$ cat src/rtl/conv_y_requant_fifo_pkg.sv
// Shared defaults and the requantization arithmetic for the conv y output stage.
package conv_y_requant_fifo_pkg;

  localparam int ACC_SIZE_DEF  = 21;
  localparam int OUT_WIDTH_DEF = 8;
  // Working width for the requant arithmetic; wide enough for any sane ACC_SIZE.
  localparam int MAXW          = 64;

  typedef struct packed {
    logic                   sat;  // clamping to the output range changed the value
    logic signed [MAXW-1:0] q;    // result, already inside the OUT_WIDTH range
  } requant_t;

  // Round half up, arithmetic shift, optional ReLU, saturate to out_w signed bits.
  function automatic requant_t requant(input logic signed [MAXW-1:0] acc,
                                       input int                     shift,
                                       input int                     out_w,
                                       input bit                     relu);
    requant_t               res;
    logic signed [MAXW-1:0] t;
    logic signed [MAXW-1:0] r;
    logic signed [MAXW-1:0] hi;
    logic signed [MAXW-1:0] lo;
    t  = acc + ((shift > 0) ? (64'sd1 <<< (shift - 1)) : 64'sd0);
    r  = t >>> shift;
    if (relu && (r < 0)) r = '0;
    hi = (64'sd1 <<< (out_w - 1)) - 64'sd1;
    lo = -hi - 64'sd1;
    res.sat = 1'b0;
    res.q   = r;
    if (r > hi) begin
      res.q   = hi;
      res.sat = 1'b1;
    end else if (r < lo) begin
      res.q   = lo;
      res.sat = 1'b1;
    end
    return res;
  endfunction

endpackage

$ cat src/rtl/conv_y_requant_fifo_if.sv
// Valid/ready bundle: y samples in from the conv core, requantized samples out.
interface conv_y_requant_fifo_if
  import conv_y_requant_fifo_pkg::*;
#(
  parameter int ACC_SIZE  = ACC_SIZE_DEF,
  parameter int OUT_WIDTH = OUT_WIDTH_DEF
);
  logic                        s_valid_y;
  logic signed [ACC_SIZE-1:0]  s_data_in_y;
  logic                        s_ready_y;
  logic                        m_valid_q;
  logic                        m_ready_q;
  logic signed [OUT_WIDTH-1:0] m_data_out_q;
  logic                        m_last_q;

  // Environment side: produces y samples, consumes requantized samples.
  modport master (
    output s_valid_y, s_data_in_y, m_ready_q,
    input  s_ready_y, m_valid_q, m_data_out_q, m_last_q
  );

  // Requant FIFO side.
  modport slave (
    input  s_valid_y, s_data_in_y, m_ready_q,
    output s_ready_y, m_valid_q, m_data_out_q, m_last_q
  );
endinterface

$ cat src/rtl/conv_y_requant_fifo_sync_fifo.sv
// Synchronous FIFO with registered full/empty flags; head entry shown combinationally.
module sync_fifo #(
  parameter int WIDTH = 9,
  parameter int DEPTH = 4
) (
  input  logic             clk,
  input  logic             reset,
  input  logic             wr_en_i,
  input  logic [WIDTH-1:0] wr_data_i,
  output logic             full_o,
  input  logic             rd_en_i,
  output logic [WIDTH-1:0] rd_data_o,
  output logic             empty_o
);
  localparam int AW = $clog2(DEPTH);
  localparam int CW = AW + 1;

  logic [WIDTH-1:0] mem_q [DEPTH];
  logic [AW-1:0]    wr_ptr_q, wr_ptr_d;
  logic [AW-1:0]    rd_ptr_q, rd_ptr_d;
  logic [CW-1:0]    count_q, count_d;
  logic             full_q, full_d;
  logic             empty_q, empty_d;
  logic             push, pop;

  // Next-state for pointers, occupancy and flags.
  always_comb begin
    // NOTE: every variable gets a default first so no path leaves it unassigned (no latch).
    push     = wr_en_i && !full_q;
    pop      = rd_en_i && !empty_q;
    wr_ptr_d = wr_ptr_q;
    rd_ptr_d = rd_ptr_q;
    count_d  = count_q;
    if (push) wr_ptr_d = wr_ptr_q + AW'(1);
    if (pop)  rd_ptr_d = rd_ptr_q + AW'(1);
    case ({push, pop})
      2'b10:   count_d = count_q + CW'(1);
      2'b01:   count_d = count_q - CW'(1);
      default: count_d = count_q;
    endcase
    full_d  = (count_d == CW'(DEPTH));
    empty_d = (count_d == '0);
  end

  // Control state register.
  always_ff @(posedge clk or posedge reset) begin
    // NOTE: non-blocking assignments so every register samples pre-edge values.
    if (reset) begin
      wr_ptr_q <= '0;
      rd_ptr_q <= '0;
      count_q  <= '0;
      full_q   <= 1'b0;
      empty_q  <= 1'b1;
    end else begin
      wr_ptr_q <= wr_ptr_d;
      rd_ptr_q <= rd_ptr_d;
      count_q  <= count_d;
      full_q   <= full_d;
      empty_q  <= empty_d;
    end
  end

  // Storage write.
  always_ff @(posedge clk) begin
    // NOTE: storage is not reset; the empty flag already masks stale entries.
    if (push) mem_q[wr_ptr_q] <= wr_data_i;
  end

  assign full_o    = full_q;
  assign empty_o   = empty_q;
  assign rd_data_o = empty_q ? '0 : mem_q[rd_ptr_q];
endmodule

$ cat src/rtl/conv_y_requant_fifo.sv
// Requantizes the conv y stream, tags frame ends and buffers results in a small FIFO.
module conv_y_requant_fifo
  import conv_y_requant_fifo_pkg::*;
#(
  parameter int ACC_SIZE  = ACC_SIZE_DEF,
  parameter int OUT_WIDTH = OUT_WIDTH_DEF,
  parameter int SHIFT     = 8,
  parameter int RELU      = 1,
  parameter int DEPTH     = 4,
  parameter int FRAME_LEN = 97
) (
  input  logic                  clk,
  input  logic                  reset,
  conv_y_requant_fifo_if.slave  bus,
  output logic                  sat_flag
);
  localparam int FCNT_W = $clog2(FRAME_LEN);

  requant_t             req_s;
  logic                 unused_hi;
  logic                 wr_fire;
  logic                 last_w;
  logic                 fifo_full;
  logic                 fifo_empty;
  logic [OUT_WIDTH:0]   wr_data;
  logic [OUT_WIDTH:0]   rd_data;
  logic [FCNT_W-1:0]    fcnt_q, fcnt_d;
  logic                 sat_q, sat_d;

  // Requantize the incoming sample (sign-extended into the working width).
  always_comb begin
    req_s = requant({{(MAXW-ACC_SIZE){bus.s_data_in_y[ACC_SIZE-1]}}, bus.s_data_in_y},
                    SHIFT, OUT_WIDTH, RELU != 0);
  end

  // Upper bits are redundant sign copies after saturation.
  assign unused_hi = ^req_s.q[MAXW-1:OUT_WIDTH];

  assign wr_fire = bus.s_valid_y && bus.s_ready_y;
  assign last_w  = (fcnt_q == FCNT_W'(FRAME_LEN - 1));
  assign wr_data = {last_w, req_s.q[OUT_WIDTH-1:0]};

  // Frame position and sticky saturation flag advance on accepted writes.
  always_comb begin
    fcnt_d = fcnt_q;
    sat_d  = sat_q;
    if (wr_fire) begin
      fcnt_d = last_w ? '0 : fcnt_q + FCNT_W'(1);
      if (req_s.sat) sat_d = 1'b1;
    end
  end

  // Frame counter and saturation flag registers.
  always_ff @(posedge clk or posedge reset) begin
    if (reset) begin
      fcnt_q <= '0;
      sat_q  <= 1'b0;
    end else begin
      fcnt_q <= fcnt_d;
      sat_q  <= sat_d;
    end
  end

  sync_fifo #(
    .WIDTH (OUT_WIDTH + 1),
    .DEPTH (DEPTH)
  ) u_fifo (
    .clk       (clk),
    .reset     (reset),
    .wr_en_i   (bus.s_valid_y),
    .wr_data_i (wr_data),
    .full_o    (fifo_full),
    .rd_en_i   (bus.m_ready_q),
    .rd_data_o (rd_data),
    .empty_o   (fifo_empty)
  );

  assign bus.s_ready_y                    = !fifo_full;
  assign bus.m_valid_q                    = !fifo_empty;
  assign {bus.m_last_q, bus.m_data_out_q} = rd_data;
  assign sat_flag                         = sat_q;
endmodule

$ cat src/flat_wrapper.sv
// flat-port wrapper written by rule: the top's interface ports become plain ports
module conv_y_requant_fifo_flat import conv_y_requant_fifo_pkg::*;
#(
  parameter int ACC_SIZE  = ACC_SIZE_DEF,
  parameter int OUT_WIDTH = OUT_WIDTH_DEF,
  parameter int SHIFT     = 8,
  parameter int RELU      = 1,
  parameter int DEPTH     = 4,
  parameter int FRAME_LEN = 97
)
  (clk, reset, sat_flag, bus_s_valid_y, bus_s_data_in_y, bus_m_ready_q, bus_s_ready_y, bus_m_valid_q, bus_m_data_out_q, bus_m_last_q);
  conv_y_requant_fifo_if #(.ACC_SIZE(ACC_SIZE), .OUT_WIDTH(OUT_WIDTH)) bus_i ();
  input  logic clk;
  input  logic reset;
  output logic sat_flag;
  input wire logic [$bits(bus_i.s_valid_y)-1:0] bus_s_valid_y;
  input wire logic [$bits(bus_i.s_data_in_y)-1:0] bus_s_data_in_y;
  input wire logic [$bits(bus_i.m_ready_q)-1:0] bus_m_ready_q;
  output wire logic [$bits(bus_i.s_ready_y)-1:0] bus_s_ready_y;
  output wire logic [$bits(bus_i.m_valid_q)-1:0] bus_m_valid_q;
  output wire logic [$bits(bus_i.m_data_out_q)-1:0] bus_m_data_out_q;
  output wire logic [$bits(bus_i.m_last_q)-1:0] bus_m_last_q;
  assign bus_i.s_valid_y = bus_s_valid_y;
  assign bus_i.s_data_in_y = bus_s_data_in_y;
  assign bus_i.m_ready_q = bus_m_ready_q;
  assign bus_s_ready_y = bus_i.s_ready_y;
  assign bus_m_valid_q = bus_i.m_valid_q;
  assign bus_m_data_out_q = bus_i.m_data_out_q;
  assign bus_m_last_q = bus_i.m_last_q;
  conv_y_requant_fifo #(.ACC_SIZE(ACC_SIZE), .OUT_WIDTH(OUT_WIDTH), .SHIFT(SHIFT), .RELU(RELU), .DEPTH(DEPTH), .FRAME_LEN(FRAME_LEN)) u_core (.clk(clk), .reset(reset), .bus(bus_i), .sat_flag(sat_flag));
endmodule
$ cat config.mk
export PLATFORM = sky130hd
export DESIGN_NAME = conv_y_requant_fifo_flat
export DESIGN_NICKNAME = d
export VERILOG_FILES = /design/src/rtl/conv_y_requant_fifo_pkg.sv /design/src/rtl/conv_y_requant_fifo_if.sv /design/src/rtl/conv_y_requant_fifo_sync_fifo.sv /design/src/rtl/conv_y_requant_fifo.sv /design/src/flat_wrapper.sv
export SDC_FILE = /design/constraint.sdc
export NUM_CORES = 1
export LEC_CHECK = 0
export ABC_AREA = 1
export BUFFER_PORTS_ARGS = -buffer_cell sky130_fd_sc_hd__buf_2
export CORE_UTILIZATION = 30
export CTS_BUF_LIST = sky130_fd_sc_hd__clkbuf_4 sky130_fd_sc_hd__clkbuf_8
export CTS_CLUSTER_SIZE = 30
export DETAILED_ROUTE_END_ITERATION = 16
export GPL_ROUTABILITY_DRIVEN = 0
export MAX_ROUTING_LAYER = met4
export PLACE_DENSITY_LB_ADDON = 0.12
export SYNTH_ARGS = -nofsm -noshare
export SYNTH_HDL_FRONTEND = slang
export SYNTH_SLANG_ARGS = --single-unit
$ cat constraint.sdc
create_clock -name clk -period 3.81 [get_ports clk]
set_input_delay 0.1905 -clock clk [delete_from_list [all_inputs] [get_ports clk]]
set_output_delay 0.1905 -clock clk [all_outputs]
set_load 0.02 [all_outputs]
==> flow_summary.ini <==
[status]
status = complete, no violations

[global_route]
grt_max_degree = 21
antenna_found_initial = 0
first_global_vias = 1707
grt_remaining_overflow = 0
track_usage_pct = 13.0
grt_pass1_wl_microns = 8420

[place]
place_ws_ps = 1710
io_buffers = 29
dpl.hpwl_microns = 3450

[power]
vdd_drop_max_v = 0.000177
seq_power_share_pct = 46.0
finalPower_mw = 1.97
cellInternalPower_mw = 1.17
pwr-share-comb_pct = 37.1
p_sw_mw = 0.799
swShare_pct = 40.6
p_leak_nw = 1.23
powerDensity_nw_per_um2 = 668
clockPowerShare_pct = 16.9

[sta]
period_minus_slack_ps = 2240
worst_pin_slew_ps = 953
period_share_pct = 58.9
max_freq_ghz = 0.446
finalSetupTns_ps = 0
fin_skew_ps = 8.38
rsz0062_at_grt = false
setup_ws_ps = 1570
setup_violations = 0
max_slew_margin_pct = 36.2
slew_violations = 0
hold_violations = 0

[clocking]
cts_tree = done
htree_levels = 2
cts_buffer_depth = 2
numCtsBuffers = 5
clock_latency_ps = 310
cts.repair.resized = 0
path_clk_slew_ps = 100
root_buffer = clkbuf_8
cts_setup_buffers = 0
holdBufCountCts = 1
cts_sinks = 53

[route]
drc_errors = 0
wl_per_cell_microns = 12.4
viasPerCell = 4.34
firstDrtPassIters = 4
ant_nets = 0
via_count = 1762
drt_iter0_markers = 42
routed_wl_microns = 5040

[finish]
final_layout_size_suffix_gt1_share_pct = 17.9
syn_to_final_growth_pct = 14.0
antennaDiodeCount = 0
fin_nets = 334
final_cell_mix = nor2_1, edfxtp_1, inv_1
final_common_cell = nor2_1

[synthesis]
synthCells = 266
synth.top_cell.area_share_pct = 41.8
ys_ff_latch = 53
syn_area_sq_um = 2580
synth-seq-area-share_pct = 58.4
yosysWarnings = 0
netlist_top_cells_area = edfxtp_1, dfrtp_1, nor2_1
syn_avg_cell_area_sq_um = 9.71
yosys.area.top_type = edfxtp_1
synthDistinctLibCells = 33

[worst_setup_path]
critical_path_required_ps = 3620
start_kind = flip-flop
worstPathArrival_ps = 2050
worstPathMaxFanout = 11
crit_type = flip-flop to primary output
endpoint_kind = primary output

[die]
fp.dieW_microns = 94.8
start_util_pct = 31.3
coreArea_sq_um = 8260
die-area_sq_um = 8990
dieHeight_microns = 94.8
io_pins = 37
rows = 33

[min_path]
hold_class = input port to flip-flop

[flow_run]
drv_cap = 0
==> metal layers <==
| layer | part of all wire [%] | vias to the layer above | GRT usage [%] |
|---|---|---|---|
| li1 | - | 927 | - |
| met1 | 51 | 801 | 16.5 |
| met2 | 45 | 30 | 20.8 |
| met3 | 2.6 | 4 | 2.17 |
| met4 | 1.4 | 0 | 4.55 |
| met5 | 0 | - | - |
==> state kept, by name (all words and copies together) (netlist names) <==
signal	count
u_core.u_fifo.mem_q	36
u_core.u_fifo.rd_ptr_q	2
u_core.fcnt_q	7
u_core.sat_flag	1
u_core.u_fifo.full_o	1
u_core.u_fifo.empty_o	1
u_core.u_fifo.count_q	3
u_core.u_fifo.wr_ptr_q	2
==> stage by stage <==
| step | util [%] | hold slack, ps | cells | cell area [sq um] |
|---|---|---|---|---|
| global placement | 34.4 | 331 | 397 | 2840 |
| floorplan | - | 116 | 269 | 2590 |
| detailed placement | 34.4 | 330 | 397 | 2840 |
| finish | 35.7 | 235 | 406 | 2950 |
| CTS | 35.7 | 231 | 406 | 2950 |
| global route | 35.7 | 248 | 406 | 2950 |
==> worst max-delay path, stage by stage, from the launching register on <==
cell and delay (ps):
dfrtp_1 650, clkinv_1 410, nor2_1 180, o21ai_0 90, a21oi_1 220, buf_2 210
==> power groups by stage <==
stage,Clock (mW),Sequential (mW),Combinational (mW)
after floorplan,0,0.840,0.599
after global placement,0,0.921,0.738
after detailed placement,0,0.920,0.748
after CTS,0.346,0.909,0.749
after global routing,0.363,0.930,0.853
final,0.332,0.906,0.730
==> path summary, 6_finish.rpt <==
path                       slack (ps)                        end  cells after the start                       from
setup / recovery                 1570        bus_m_data_out_q[1]                      5  u_core.u_fifo.rd_ptr_q[1]
hold / removal                    230            u_core.sat_flag                      4        bus_s_data_in_y[20]
setup reg to reg                 1750       u_core.u_fifo.full_o                      9      u_core.u_fifo.empty_o
hold reg to reg                   480            u_core.sat_flag                      2            u_core.sat_flag
max in group asynchronous        2840  u_core.u_fifo.rd_ptr_q[0]                      3                      reset
min in group asynchronous         530           u_core.fcnt_q[4]                      3                      reset
==> cells in the mapped netlist <==
cell type and n:
a21boi_1 1, a21o_2 1, a21oi_1 11, buf_2 3, buf_4 1, clkbuf_1 2, clkinv_1 1, conb_1 1
dfrtp_1 16, dfstp_2 1, edfxtp_1 36, fa_1 1, ha_1 8, inv_1 31, inv_2 2, nand2_1 30
nand2_2 3, nand2_4 2, nand3_1 8, nand3_2 1, nand4_1 3, nor2_1 55, nor2_2 3, nor2_4 1
nor3_1 3, nor3b_1 1, nor4_1 1, o21ai_0 24, o21ai_1 3, o21ai_2 1, or2_2 2, xnor2_1 3
xor2_1 6
==> logic make-up after synthesis <==
family	count (synthesis)	synth area share, %
other	1	0.145
adders and majority gates	9	4.65
and+or+nand+nor	113	19.4
DFF	53	58.4
buffers and inverters	40	6.10
xor gates and xnor gates	9	3.05
AOI/OAI and AO/OA	41	8.33
==> layout make-up <==
| class | count | area (sq um) |
|---|---|---|
| fillers | 850 | 5310 |
| flip-flops and latches | 53 | 1510 |
| multi-input cells | 176 | 930 |
| repair buffers | 30 | 155 |
| well taps | 105 | 131 |
| inverters | 34 | 128 |
| clock buffers | 5 | 68.8 |
| clock inverters | 3 | 26.3 |
(Power assumes the default switching activity.)
